### src/rtl/score_request_arbiter.sv
// score_request_arbiter: round-robin arbitration of queued score events onto a four-phase increment handshake
module score_request_arbiter #(
  parameter int NUM_SRC = 4,
  parameter int CNT_W   = 4,
  parameter int TIMEOUT = 1024,
  parameter int SEL_W   = $clog2(NUM_SRC)
) (
  input  logic               clock,
  input  logic               reset,
  input  logic [NUM_SRC-1:0] event_pulse,
  output logic               need_to_increment_score,
  input  logic               finished_incrementing_score,
  output logic [SEL_W-1:0]   grant_src,
  output logic               busy,
  output logic [NUM_SRC-1:0] pending_overflow,
  output logic               timeout_err,
  output logic [15:0]        serviced_count
);
  localparam int TW = $clog2(TIMEOUT) + 1;
  typedef enum logic [1:0] {IDLE, REQ, WAIT_DROP} state_t;
  state_t state, state_nx;
  logic [CNT_W-1:0]   pend [NUM_SRC];
  logic [SEL_W-1:0]   rr_ptr, pick;
  logic               found, ack, last, timed_out;
  logic [TW-1:0]      tcnt;
  logic [NUM_SRC-1:0] dec;
  int                 j;
  assign ack       = state == REQ && finished_incrementing_score;
  assign last      = tcnt == TW'(TIMEOUT - 1);
  assign timed_out = state == REQ && !finished_incrementing_score && last;
  assign dec       = ack ? NUM_SRC'(1) << grant_src : '0;
  // nearest nonzero source after the RR pointer wins; scanning far-to-near lets the nearest overwrite
  always_comb begin
    found = 1'b0;
    pick  = '0;
    j     = 0;
    for (int k = NUM_SRC; k >= 1; k--) begin
      j = (int'(rr_ptr) + k) % NUM_SRC;
      if (pend[j] != '0) begin
        found = 1'b1;
        pick  = SEL_W'(j);
      end
    end
  end
  // state register
  always_ff @(posedge clock) begin
    state <= reset ? IDLE : state_nx;
  end
  // next-state logic
  always_comb begin
    state_nx = state == IDLE ? (found ? REQ : IDLE) :
               state == REQ  ? ((finished_incrementing_score || last) ? WAIT_DROP : REQ) :
               (finished_incrementing_score ? WAIT_DROP : IDLE);
  end
  // outputs decoded from the registered state
  always_comb begin
    need_to_increment_score = state == REQ;
    busy                    = state != IDLE;
  end
  // grant latch, timeout counter, service counter and sticky timeout flag
  always_ff @(posedge clock) begin
    if (reset) begin
      rr_ptr         <= SEL_W'(NUM_SRC - 1);
      grant_src      <= '0;
      tcnt           <= '0;
      serviced_count <= '0;
      timeout_err    <= 1'b0;
    end else begin
      if (state == IDLE && found) begin
        grant_src <= pick;
        rr_ptr    <= pick;
      end
      if (state == REQ && !finished_incrementing_score && !last) tcnt <= tcnt + TW'(1);
      if (state == WAIT_DROP && !finished_incrementing_score) tcnt <= '0;
      if (ack) serviced_count <= serviced_count + 16'd1;
      if (timed_out) timeout_err <= 1'b1;
    end
  end
  // saturating pending counters; a simultaneous event and decrement cancel out
  always_ff @(posedge clock) begin
    for (int i = 0; i < NUM_SRC; i++) begin
      if (reset) begin
        pend[i]             <= '0;
        pending_overflow[i] <= 1'b0;
      end else if (event_pulse[i] && !dec[i]) begin
        if (&pend[i]) pending_overflow[i] <= 1'b1;
        else pend[i] <= pend[i] + CNT_W'(1);
      end else if (dec[i] && !event_pulse[i]) begin
        pend[i] <= pend[i] - CNT_W'(1);
      end
    end
  end
endmodule

### config.mk
export PLATFORM = sky130hd
export DESIGN_NAME = score_request_arbiter
export DESIGN_NICKNAME = d
export VERILOG_FILES = /design/src/rtl/score_request_arbiter.sv
export SDC_FILE = /design/constraint.sdc
export NUM_CORES = 1
export LEC_CHECK = 0
export ABC_AREA = 1
export CAP_MARGIN = 20
export CORE_MARGIN = 2
export CORE_UTILIZATION = 55
export CTS_BUF_LIST = sky130_fd_sc_hd__clkbuf_4
export CTS_CLUSTER_SIZE = 14
export DETAILED_ROUTE_END_ITERATION = 12
export DONT_BUFFER_PORTS = 1
export PLACE_DENSITY_LB_ADDON = 0.05
export SETUP_SLACK_MARGIN = 0.15
export SYNTH_ARGS = -nofsm -noshare
export SYNTH_HDL_FRONTEND = slang
export SYNTH_SLANG_ARGS = --single-unit
### constraint.sdc
create_clock -name clock -period 4.6 [get_ports clock]
set_clock_uncertainty 0.15 [all_clocks]
set_input_delay 0.23 -clock clock [delete_from_list [all_inputs] [get_ports clock]]
set_output_delay 0.23 -clock clock [all_outputs]
set_load 0.005 [all_outputs]
==> implementation parameters, run 1 <==
Parameter                              Value

Run status
  Status ... finished clean

Synth
  Cell variety after synth ... 46
  Post-synth design cell area ... 3250 um2
  Top cell type's share of synthesized area ... between 20% and 30%
  Number of synthesized flops with an enable pin ... 16
  Post-Synthesis Mean Instance Area ... 7.56 um2
  Yosys top cell by area ... dfxtp_1
  Leading post-synthesis cells by cell area ... dfxtp_1 25%, edfxtp_1 15%, nand2_1 10%, inv_1 6.0%, nand3_1 5.2%
  Area share of xor/xnor cells in the synthesized design ... under 10%
  Net count of the mapped netlist ... 448
  Basic-gate share of the synthesized area counting and, or, nand and nor cells ... a little under a third
  Sequential-to-total area share from yosys stat ... 39.4%
  Top-count cell post-synth ... nand2_1
  Compound-gate portion of the synthesized area ... about an eighth
  Post-synthesis mux area share ... 0%
  Register bit total from synthesis ... 56
  Primary flip-flop cell chosen by synthesis mapping ... dfxtp_1
  Main combinational cell family by area after synthesis ... simple AND/OR/NAND/NOR gates
  Async S/R FF share, synth ... 0%
  Synth Area in Adders ... under 10%
  Post-Synthesis Cells ... 430
  Most frequent cells after synthesis ... 88 x nand2_1, 52 x inv_1, 45 x nor2_1
  Count of synthesis-stage warnings from yosys ... 0

Setup path
  Required arrival time at the worst endpoint ... ~4.6 ns
  Critical path class ... input pin to flip-flop
  CP arrival ... around 2.6 ns
  Ordered cell list for the critical path ... dlygate4sd3_1, inv_2, nor2_8, inv_4, nor3_2, nand3_1, inv_1, ha_1, a21oi_1, nand2_1, xor2_1, o21ai_0, inv_1
  Critical Path End Type ... flip-flop
  Maximum fanout encountered on the critical timing path ... 7
  Cell occurring most often along the worst timing path ... inv_1
  Critical path's slowest cell ... dlygate4sd3_1
  Delay-heaviest family, CP ... buffers and inverters
  Max incr delay on CP ... ~0.6 ns
  CP Buf/Inv Count ... 5
  Launching element type of the critical path ... input pin

Global route
  Pin count of the biggest net entering global routing ... 33
  All-Layer GR Usage ... between 20% and 30%
  Number of global-route vias before repair ... roughly 2,600
  Wire length of the first global-routing pass ... ~11 mm
  Number of antenna violations at the first check in global routing ... 0
  Remaining global-route overflow ... 0

Timing
  Least-Margin Pin Slew ... 0.413 ns
  Number of hold violations in the final report ... 0
  Hold slack ... 0.0283 ns
  Headroom to the max-slew limit ... 72.5%
  Final sum of negative setup slack ... 0 ns
  Maximum frequency from static timing analysis ... 0.384 GHz
  Final setup violation count ... 0
  Final worst path period share ... a little under three fifths
  Smallest setup slack after layout ... 2.00 ns
  Shortest clock period the worst path allows after layout ... 2.60 ns
  Unrepaired setup endpoints after global routing ... no
  Final max-slew violation count ... 0

Clocking
  Clock sinks ... 56
  Number of buffers created by CTS ... 5
  Count of H-tree levels built during CTS ... 2
  Clock root buffer master ... clkbuf_4
  Clock latency at the later pin of the worst-skew pair ... between 0.3 and 0.4 ns
  Hold_buf cts ... 5
  Setup Fix Bufs, Post-CTS ... 0
  Clock buffer depth ... 2
  CTS clk-pin slew, worst paths ... about 0.14 ns
  Quantity of gates resized following cts ... 0
  Clock tree from TritonCTS ... done

Routing
  Average via count per standard cell ... 5.27
  Pre-Repair DR Iteration Count ... 4
  Total wire length ... roughly 6.5 mm
  Number of DRC violations after detailed routing ... 0
  Post-detailed-route count of antenna-violating nets ... 0
  Detailed-route via count ... around 2,700
  Avg WL per Cell ... approximately 13 um
  Iter 0 DRT Violations ... about 110

Floorplan
  Die height ... 80.9 um
  Starting density of the core ... 55.9%
  # rows ... 28
  Core region area ... ~5800 um2
  Count of boundary I/O pins ... 32
  Die area ... approximately 6500 um2
  Chip width ... ~80 um

Layout
  Area added between synthesis and finish ... 5.77%
  Filler-free cell count of the finished design ... 512
  Nets@finish ... approximately 450
  Layout fillers ... roughly 570
  Final non-filler cell area ... ~3400 um2
  Fraction of layout cells with a size suffix above 1 ... under 10%
  Inserted Diodes ... 0

Job
  Number of violations of the max-capacitance limit ... 0

Placement
  Global placement routability congestion ... just under 0.8
  Placed cell count ... approximately 500
  DPL Wire Length ... about 4.8 mm
  Placement Setup Slack ... 2.03 ns
  I/O Buffers ... 0
  Cell area reported after detailed placement ... ~3300 um2

Hold path
  Hold WC Path Type ... input pin to flip-flop

Power
  Maximum ir drop on the vdd rail ... 0.174 mV
  P per Cell Area ... ~350 nW/um2
  Static Leak ... 1.49 nW
## flip-flops by register name, summed over array words and instances (netlist names), named ones only
register,cells
rr_ptr,2
pending_overflow,4
tcnt,11
timeout_err,1
pend,16
state,2
grant_src,2
serviced_count,16
## worst min-delay path, stage by stage
cell and delay, ns:
nor2_1 0.03, nand2_1 0.04, o21ai_0 0.07
## cells in the final DEF, fill, tap and decap left out, types with 2 or more instances in the layout
cell type / n
nor2_8: 2
nand2_2: 5
o21ai_1: 3
nand2_1: 88
o21ai_0: 19
nor3_2: 4
dfxtp_1: 40
clkbuf_4: 5
ha_1: 10
o21a_1: 7
a21oi_1: 27
dlygate4sd3_1: 5
o22ai_1: 2
clkinv_1: 2
nor3b_1: 2
nand3_1: 34
nor2_2: 3
o21bai_1: 2
edfxtp_1: 16
xnor2_1: 6
nor2_4: 3
nor3_1: 11
nor2_1: 45
inv_1: 52
inv_2: 8
o31ai_1: 2
nand4_1: 8
xor2_1: 8
## power by group
part           internal, mW  switching [mW]
Clock                 0.111           0.151
Sequential            0.553          0.0642
Combinational         0.114           0.197
## final timing paths
path | startpoint | to | slack [ns] | depth (start not counted)
min reg2reg | tcnt[10] | tcnt[10] | 0.32 | 1
max | finished_incrementing_score | pend[2][3] | 2.00 | 13
max reg2reg | state[0] | pend[2][3] | 2.03 | 12
min | reset | pend[3][1] | 0.03 | 3
## cells by family after synthesis
| kind of cell | Yosys count |
|---|---|
| and+or+nand+nor | 211 |
| AOI/OAI and AO/OA | 70 |
| buffers and inverters | 68 |
| DFF | 56 |
| xor gates and xnor gates | 14 |
| adders and majority gates | 11 |
## through the flow
step	util (%)	total power, mW
after global placement	57.0	0.928
after global routing	59.1	1.27
after floorplan	-	0.870
after detailed placement	57.0	0.932
after CTS	59.1	1.20
final	59.1	1.19
## area by class of cell
cell class / count / area (um2) / share of cell area, %
multi-input cells: 306 / 1700 / 49.4
flip-flops and latches: 56 / 1280 / 37.2
inverters: 61 / 231 / 6.73
well taps: 75 / 93.8 / 2.73
repair buffers: 6 / 57.6 / 1.67
clock buffers: 5 / 37.5 / 1.09
clock inverters: 3 / 37.5 / 1.09
## per-layer routing
metal	routed length, um	track usage, %	vias to the layer above
li1	-	-	1424
met1	3060	26.7	1220
met2	3100	36.3	41
met3	202	3.89	11
met4	94	7.12	0
met5	0	0	-
Power figures use the tool's default switching activity.
==> run 2: changes to the inputs <==
--- a/config.mk
+++ b/config.mk
@@ -5,7 +5,7 @@
 export SDC_FILE = /design/constraint.sdc
 export NUM_CORES = 1
 export LEC_CHECK = 0
-export ABC_AREA = 1
+export ABC_AREA = 0
 export CAP_MARGIN = 20
 export CORE_MARGIN = 2
 export CORE_UTILIZATION = 55
==> constraint.sdc (replaced) <==
create_clock -name clock -period 2.4 [get_ports clock]
set_clock_uncertainty 0.15 [all_clocks]
set_input_delay 0.12 -clock clock [delete_from_list [all_inputs] [get_ports clock]]
set_output_delay 0.12 -clock clock [all_outputs]
set_load 0.005 [all_outputs]
==> implementation parameters, run 2 <==
Parameter                              Value

Synth
  Post-synth design cell area ... between 3000 and 4000 um2
  Post-Synthesis Mean Instance Area ... about 8.7 um2
  Sequential-to-total area share from yosys stat ... 40.8%
  Post-Synthesis Cells ... ~360
  Register bit total from synthesis ... 56
  Async S/R FF share, synth ... 0%
  Net count of the mapped netlist ... between 300 and 400
  Top-count cell post-synth ... nor2_1
  Cell variety after synth ... between 50 and 60
  Primary flip-flop cell chosen by synthesis mapping ... dfxtp_1
  Leading post-synthesis cells by cell area ... dfxtp_1 26%, edfxtp_1 15%, nor2_1 5.0%, xnor2_1 4.5%, ha_1 4.0%
  Number of synthesized flops with an enable pin ... 16
  Count of synthesis-stage warnings from yosys ... 0
  Most frequent cells after synthesis ... 42 x nor2_1, 40 x dfxtp_1, 28 x nand2_1
  Top cell type's share of synthesized area ... roughly a quarter
  Yosys top cell by area ... dfxtp_1

Timing
  Number of hold violations in the final report ... 16
  Final worst path period share ... 101%
  Hold slack ... -0.354 ns
  Unrepaired setup endpoints after global routing ... yes
  Least-Margin Pin Slew ... between 0.4 and 0.5 ns
  Final sum of negative setup slack ... -0.0274 ns
  Maximum frequency from static timing analysis ... 0.412 GHz
  Headroom to the max-slew limit ... between 60 and 70%
  Smallest setup slack after layout ... -0.0274 ns
  Final setup violation count ... 1
  Shortest clock period the worst path allows after layout ... between 2 and 2.5 ns
  Final max-slew violation count ... 0

Layout
  Area added between synthesis and finish ... 18.7%
  Leading cell type in the layout, fill and taps excluded ... nor2_1
  Fraction of layout cells with a size suffix above 1 ... between 10% and 20%
  Inserted Diodes ... 0
  Commonest cells after routing, fill and taps aside ... 41 x nor2_1, 38 x dfxtp_1, 32 x buf_4
  Top Registers ... pend x16, serviced_count x16, tcnt x11
  Layout fillers ... 470
  Nets@finish ... between 400 and 500

Routing
  Max Used Layer ... met4
  Post-detailed-route count of antenna-violating nets ... 0
  Detailed-route via count ... roughly 2,800
  Total wire length ... approximately 6.9 mm
  Pre-Repair DR Iteration Count ... 4
  Number of DRC violations after detailed routing ... 0
  Routed length on met1 ... about 3.2 mm
  Avg WL per Cell ... between 10 and 15 um
  WL met2 ... between 3 and 4 mm
  Average via count per standard cell ... 5.84
  Met3 Wirelength ... 367 um
  Iter 0 DRT Violations ... 89

Setup path
  Maximum fanout encountered on the critical timing path ... 2
  Launching element type of the critical path ... flip-flop
  Critical path class ... flip-flop to flip-flop
  CP arrival ... about 2.5 ns
  Critical Path End Type ... flip-flop
  Required arrival time at the worst endpoint ... approximately 2.5 ns

Clocking
  Clock latency at the later pin of the worst-skew pair ... between 0.3 and 0.4 ns
  Number of buffers created by CTS ... 5
  Hold_buf cts ... 18
  Clock buffer depth ... 2
  Clock sinks ... 56
  Count of H-tree levels built during CTS ... 2
  CTS clk-pin slew, worst paths ... 0.16 ns
  Clock root buffer master ... clkbuf_4
  Clock tree from TritonCTS ... done

Floorplan
  Core region area ... 5510 um2
  # rows ... 27
  Count of boundary I/O pins ... 32
  Die area ... roughly 6300 um2
  Die height ... about 80 um
  Starting density of the core ... between 50% and 60%
  Chip width ... roughly 80 um

Power
  P per Cell Area ... between 500 and 600 nW/um2
  Net load switching power ... approximately 0.67 mW
  Static Leak ... around 1.4 nW
  Switching share of total power ... 29.9%
  Total power of the final layout ... roughly 2.2 mW
  P_int ... 1.56 mW
  Fraction of power consumed by combinational cells ... 25.6%
  Proportion of power drawn by the clock network ... approximately a quarter
  Relative contribution of sequential cells to total power ... between 50 and 60%
  Maximum ir drop on the vdd rail ... 0.354 mV

Global route
  Number of global-route vias before repair ... ~2,500
  Remaining global-route overflow ... 0
  Number of antenna violations at the first check in global routing ... 0
  All-Layer GR Usage ... 22.7%
  Pin count of the biggest net entering global routing ... 36
  Wire length of the first global-routing pass ... between 10 and 15 mm

Job
  Number of violations of the max-capacitance limit ... 0

Run status
  Status ... finished, violations left
  Violated checks ... negative hold slack, negative setup slack

Placement
  I/O Buffers ... 0
  Global placement routability congestion ... ~0.9
  DPL Wire Length ... 4.80 mm

Hold path
  Hold WC Path Type ... input pin to flip-flop
run 2: cell types whose count changed after synthesis, moves of 6 or more:
| cell | previous run | this run |
|---|---|---|
| nand3_1 | 34 | 21 |
| inv_1 | 52 | 17 |
| nor4_1 | 0 | 7 |
| a31oi_1 | 1 | 8 |
| xnor2_1 | 6 | 16 |
| o211ai_1 | 1 | 7 |
| nand2_1 | 88 | 28 |
| or3_1 | 0 | 7 |
| clkbuf_1 | 3 | 10 |
| inv_2 | 8 | 0 |
| o21a_1 | 7 | 0 |
run 2: power by group through the flow:
stage | sequential, mW | combinational (mW) | clock, mW
after CTS | 1.13 | 0.544 | 0.537
after global routing | 1.14 | 0.634 | 0.563
after floorplan | 1.14 | 0.365 | 0
final | 1.13 | 0.569 | 0.525
after global placement | 1.15 | 0.521 | 0
after detailed placement | 1.15 | 0.528 | 0
run 2: final timing paths:
check,from,to,slack (ns),cells past startpoint
setup / recovery,state[1],pend[2][3],-0.03,10
hold / removal,reset,serviced_count[14],-0.35,1
setup reg to reg,state[1],pend[2][3],-0.03,10
hold reg to reg,tcnt[10],tcnt[10],0.34,1
run 2: critical path: stages, from the launching register on:
cell	delay, ns
dfxtp_2	0.34
nand4b_1	0.19
or3_4	0.35
nand2b_4	0.16
inv_4	0.06
ha_4	0.19
a21o_1	0.16
a21oi_2	0.16
xnor2_2	0.15
mux2_4	0.32
nor2_2	0.08
run 2: routing by layer:
metal / vias up / global-route usage (%)
met4: 0 / 6.03
met5: - / 0
met1: 1301 / 29.9
met3: 6 / 5.66
met2: 58 / 37.3
li1: 1405 / -
run 2: what timing repair did:
action                                  4_1_cts  5_1_grt
pin swaps                                     2        7
resized for setup                             2        8
setup buffers                                 1        3
endpoints found under the hold margin        61       16
endpoints found under the setup margin        1       13
run 2: area by class of cell:
class	count	area [um2]	area share, %
inverters	17	66.3	1.78
flip-flops and latches	56	1280	34.5
well taps	72	90.1	2.42
repair buffers	50	420	11.3
clock buffers	6	45.0	1.21
multi-input cells	271	1780	47.9
clock inverters	2	35.0	0.941
run 2: logic make-up after synthesis:
group | count (synthesis) | synth area share (%)
AO/OA/AOI/OAI | 74 | 15.0
XOR/XNOR | 22 | 6.14
adder cells (fa/ha/maj) | 11 | 4.63
buffers and inverters | 34 | 4.31
flip-flops | 56 | 40.8
multiplexers | 6 | 2.87
AND/OR/NAND/NOR | 158 | 26.2
run 2: metrics by stage:
step | cells | area (um2) | setup slack, ns | util [%]
after floorplan | 361 | 3160 | -0.0176 | -
after global placement | 444 | 3390 | 0.00748 | 61.6
after detailed placement | 444 | 3390 | -0.0665 | 61.6
after CTS | 471 | 3670 | -0.0281 | 66.6
after global routing | 474 | 3720 | -0.0768 | 67.6
final | 474 | 3720 | -0.0274 | 67.6
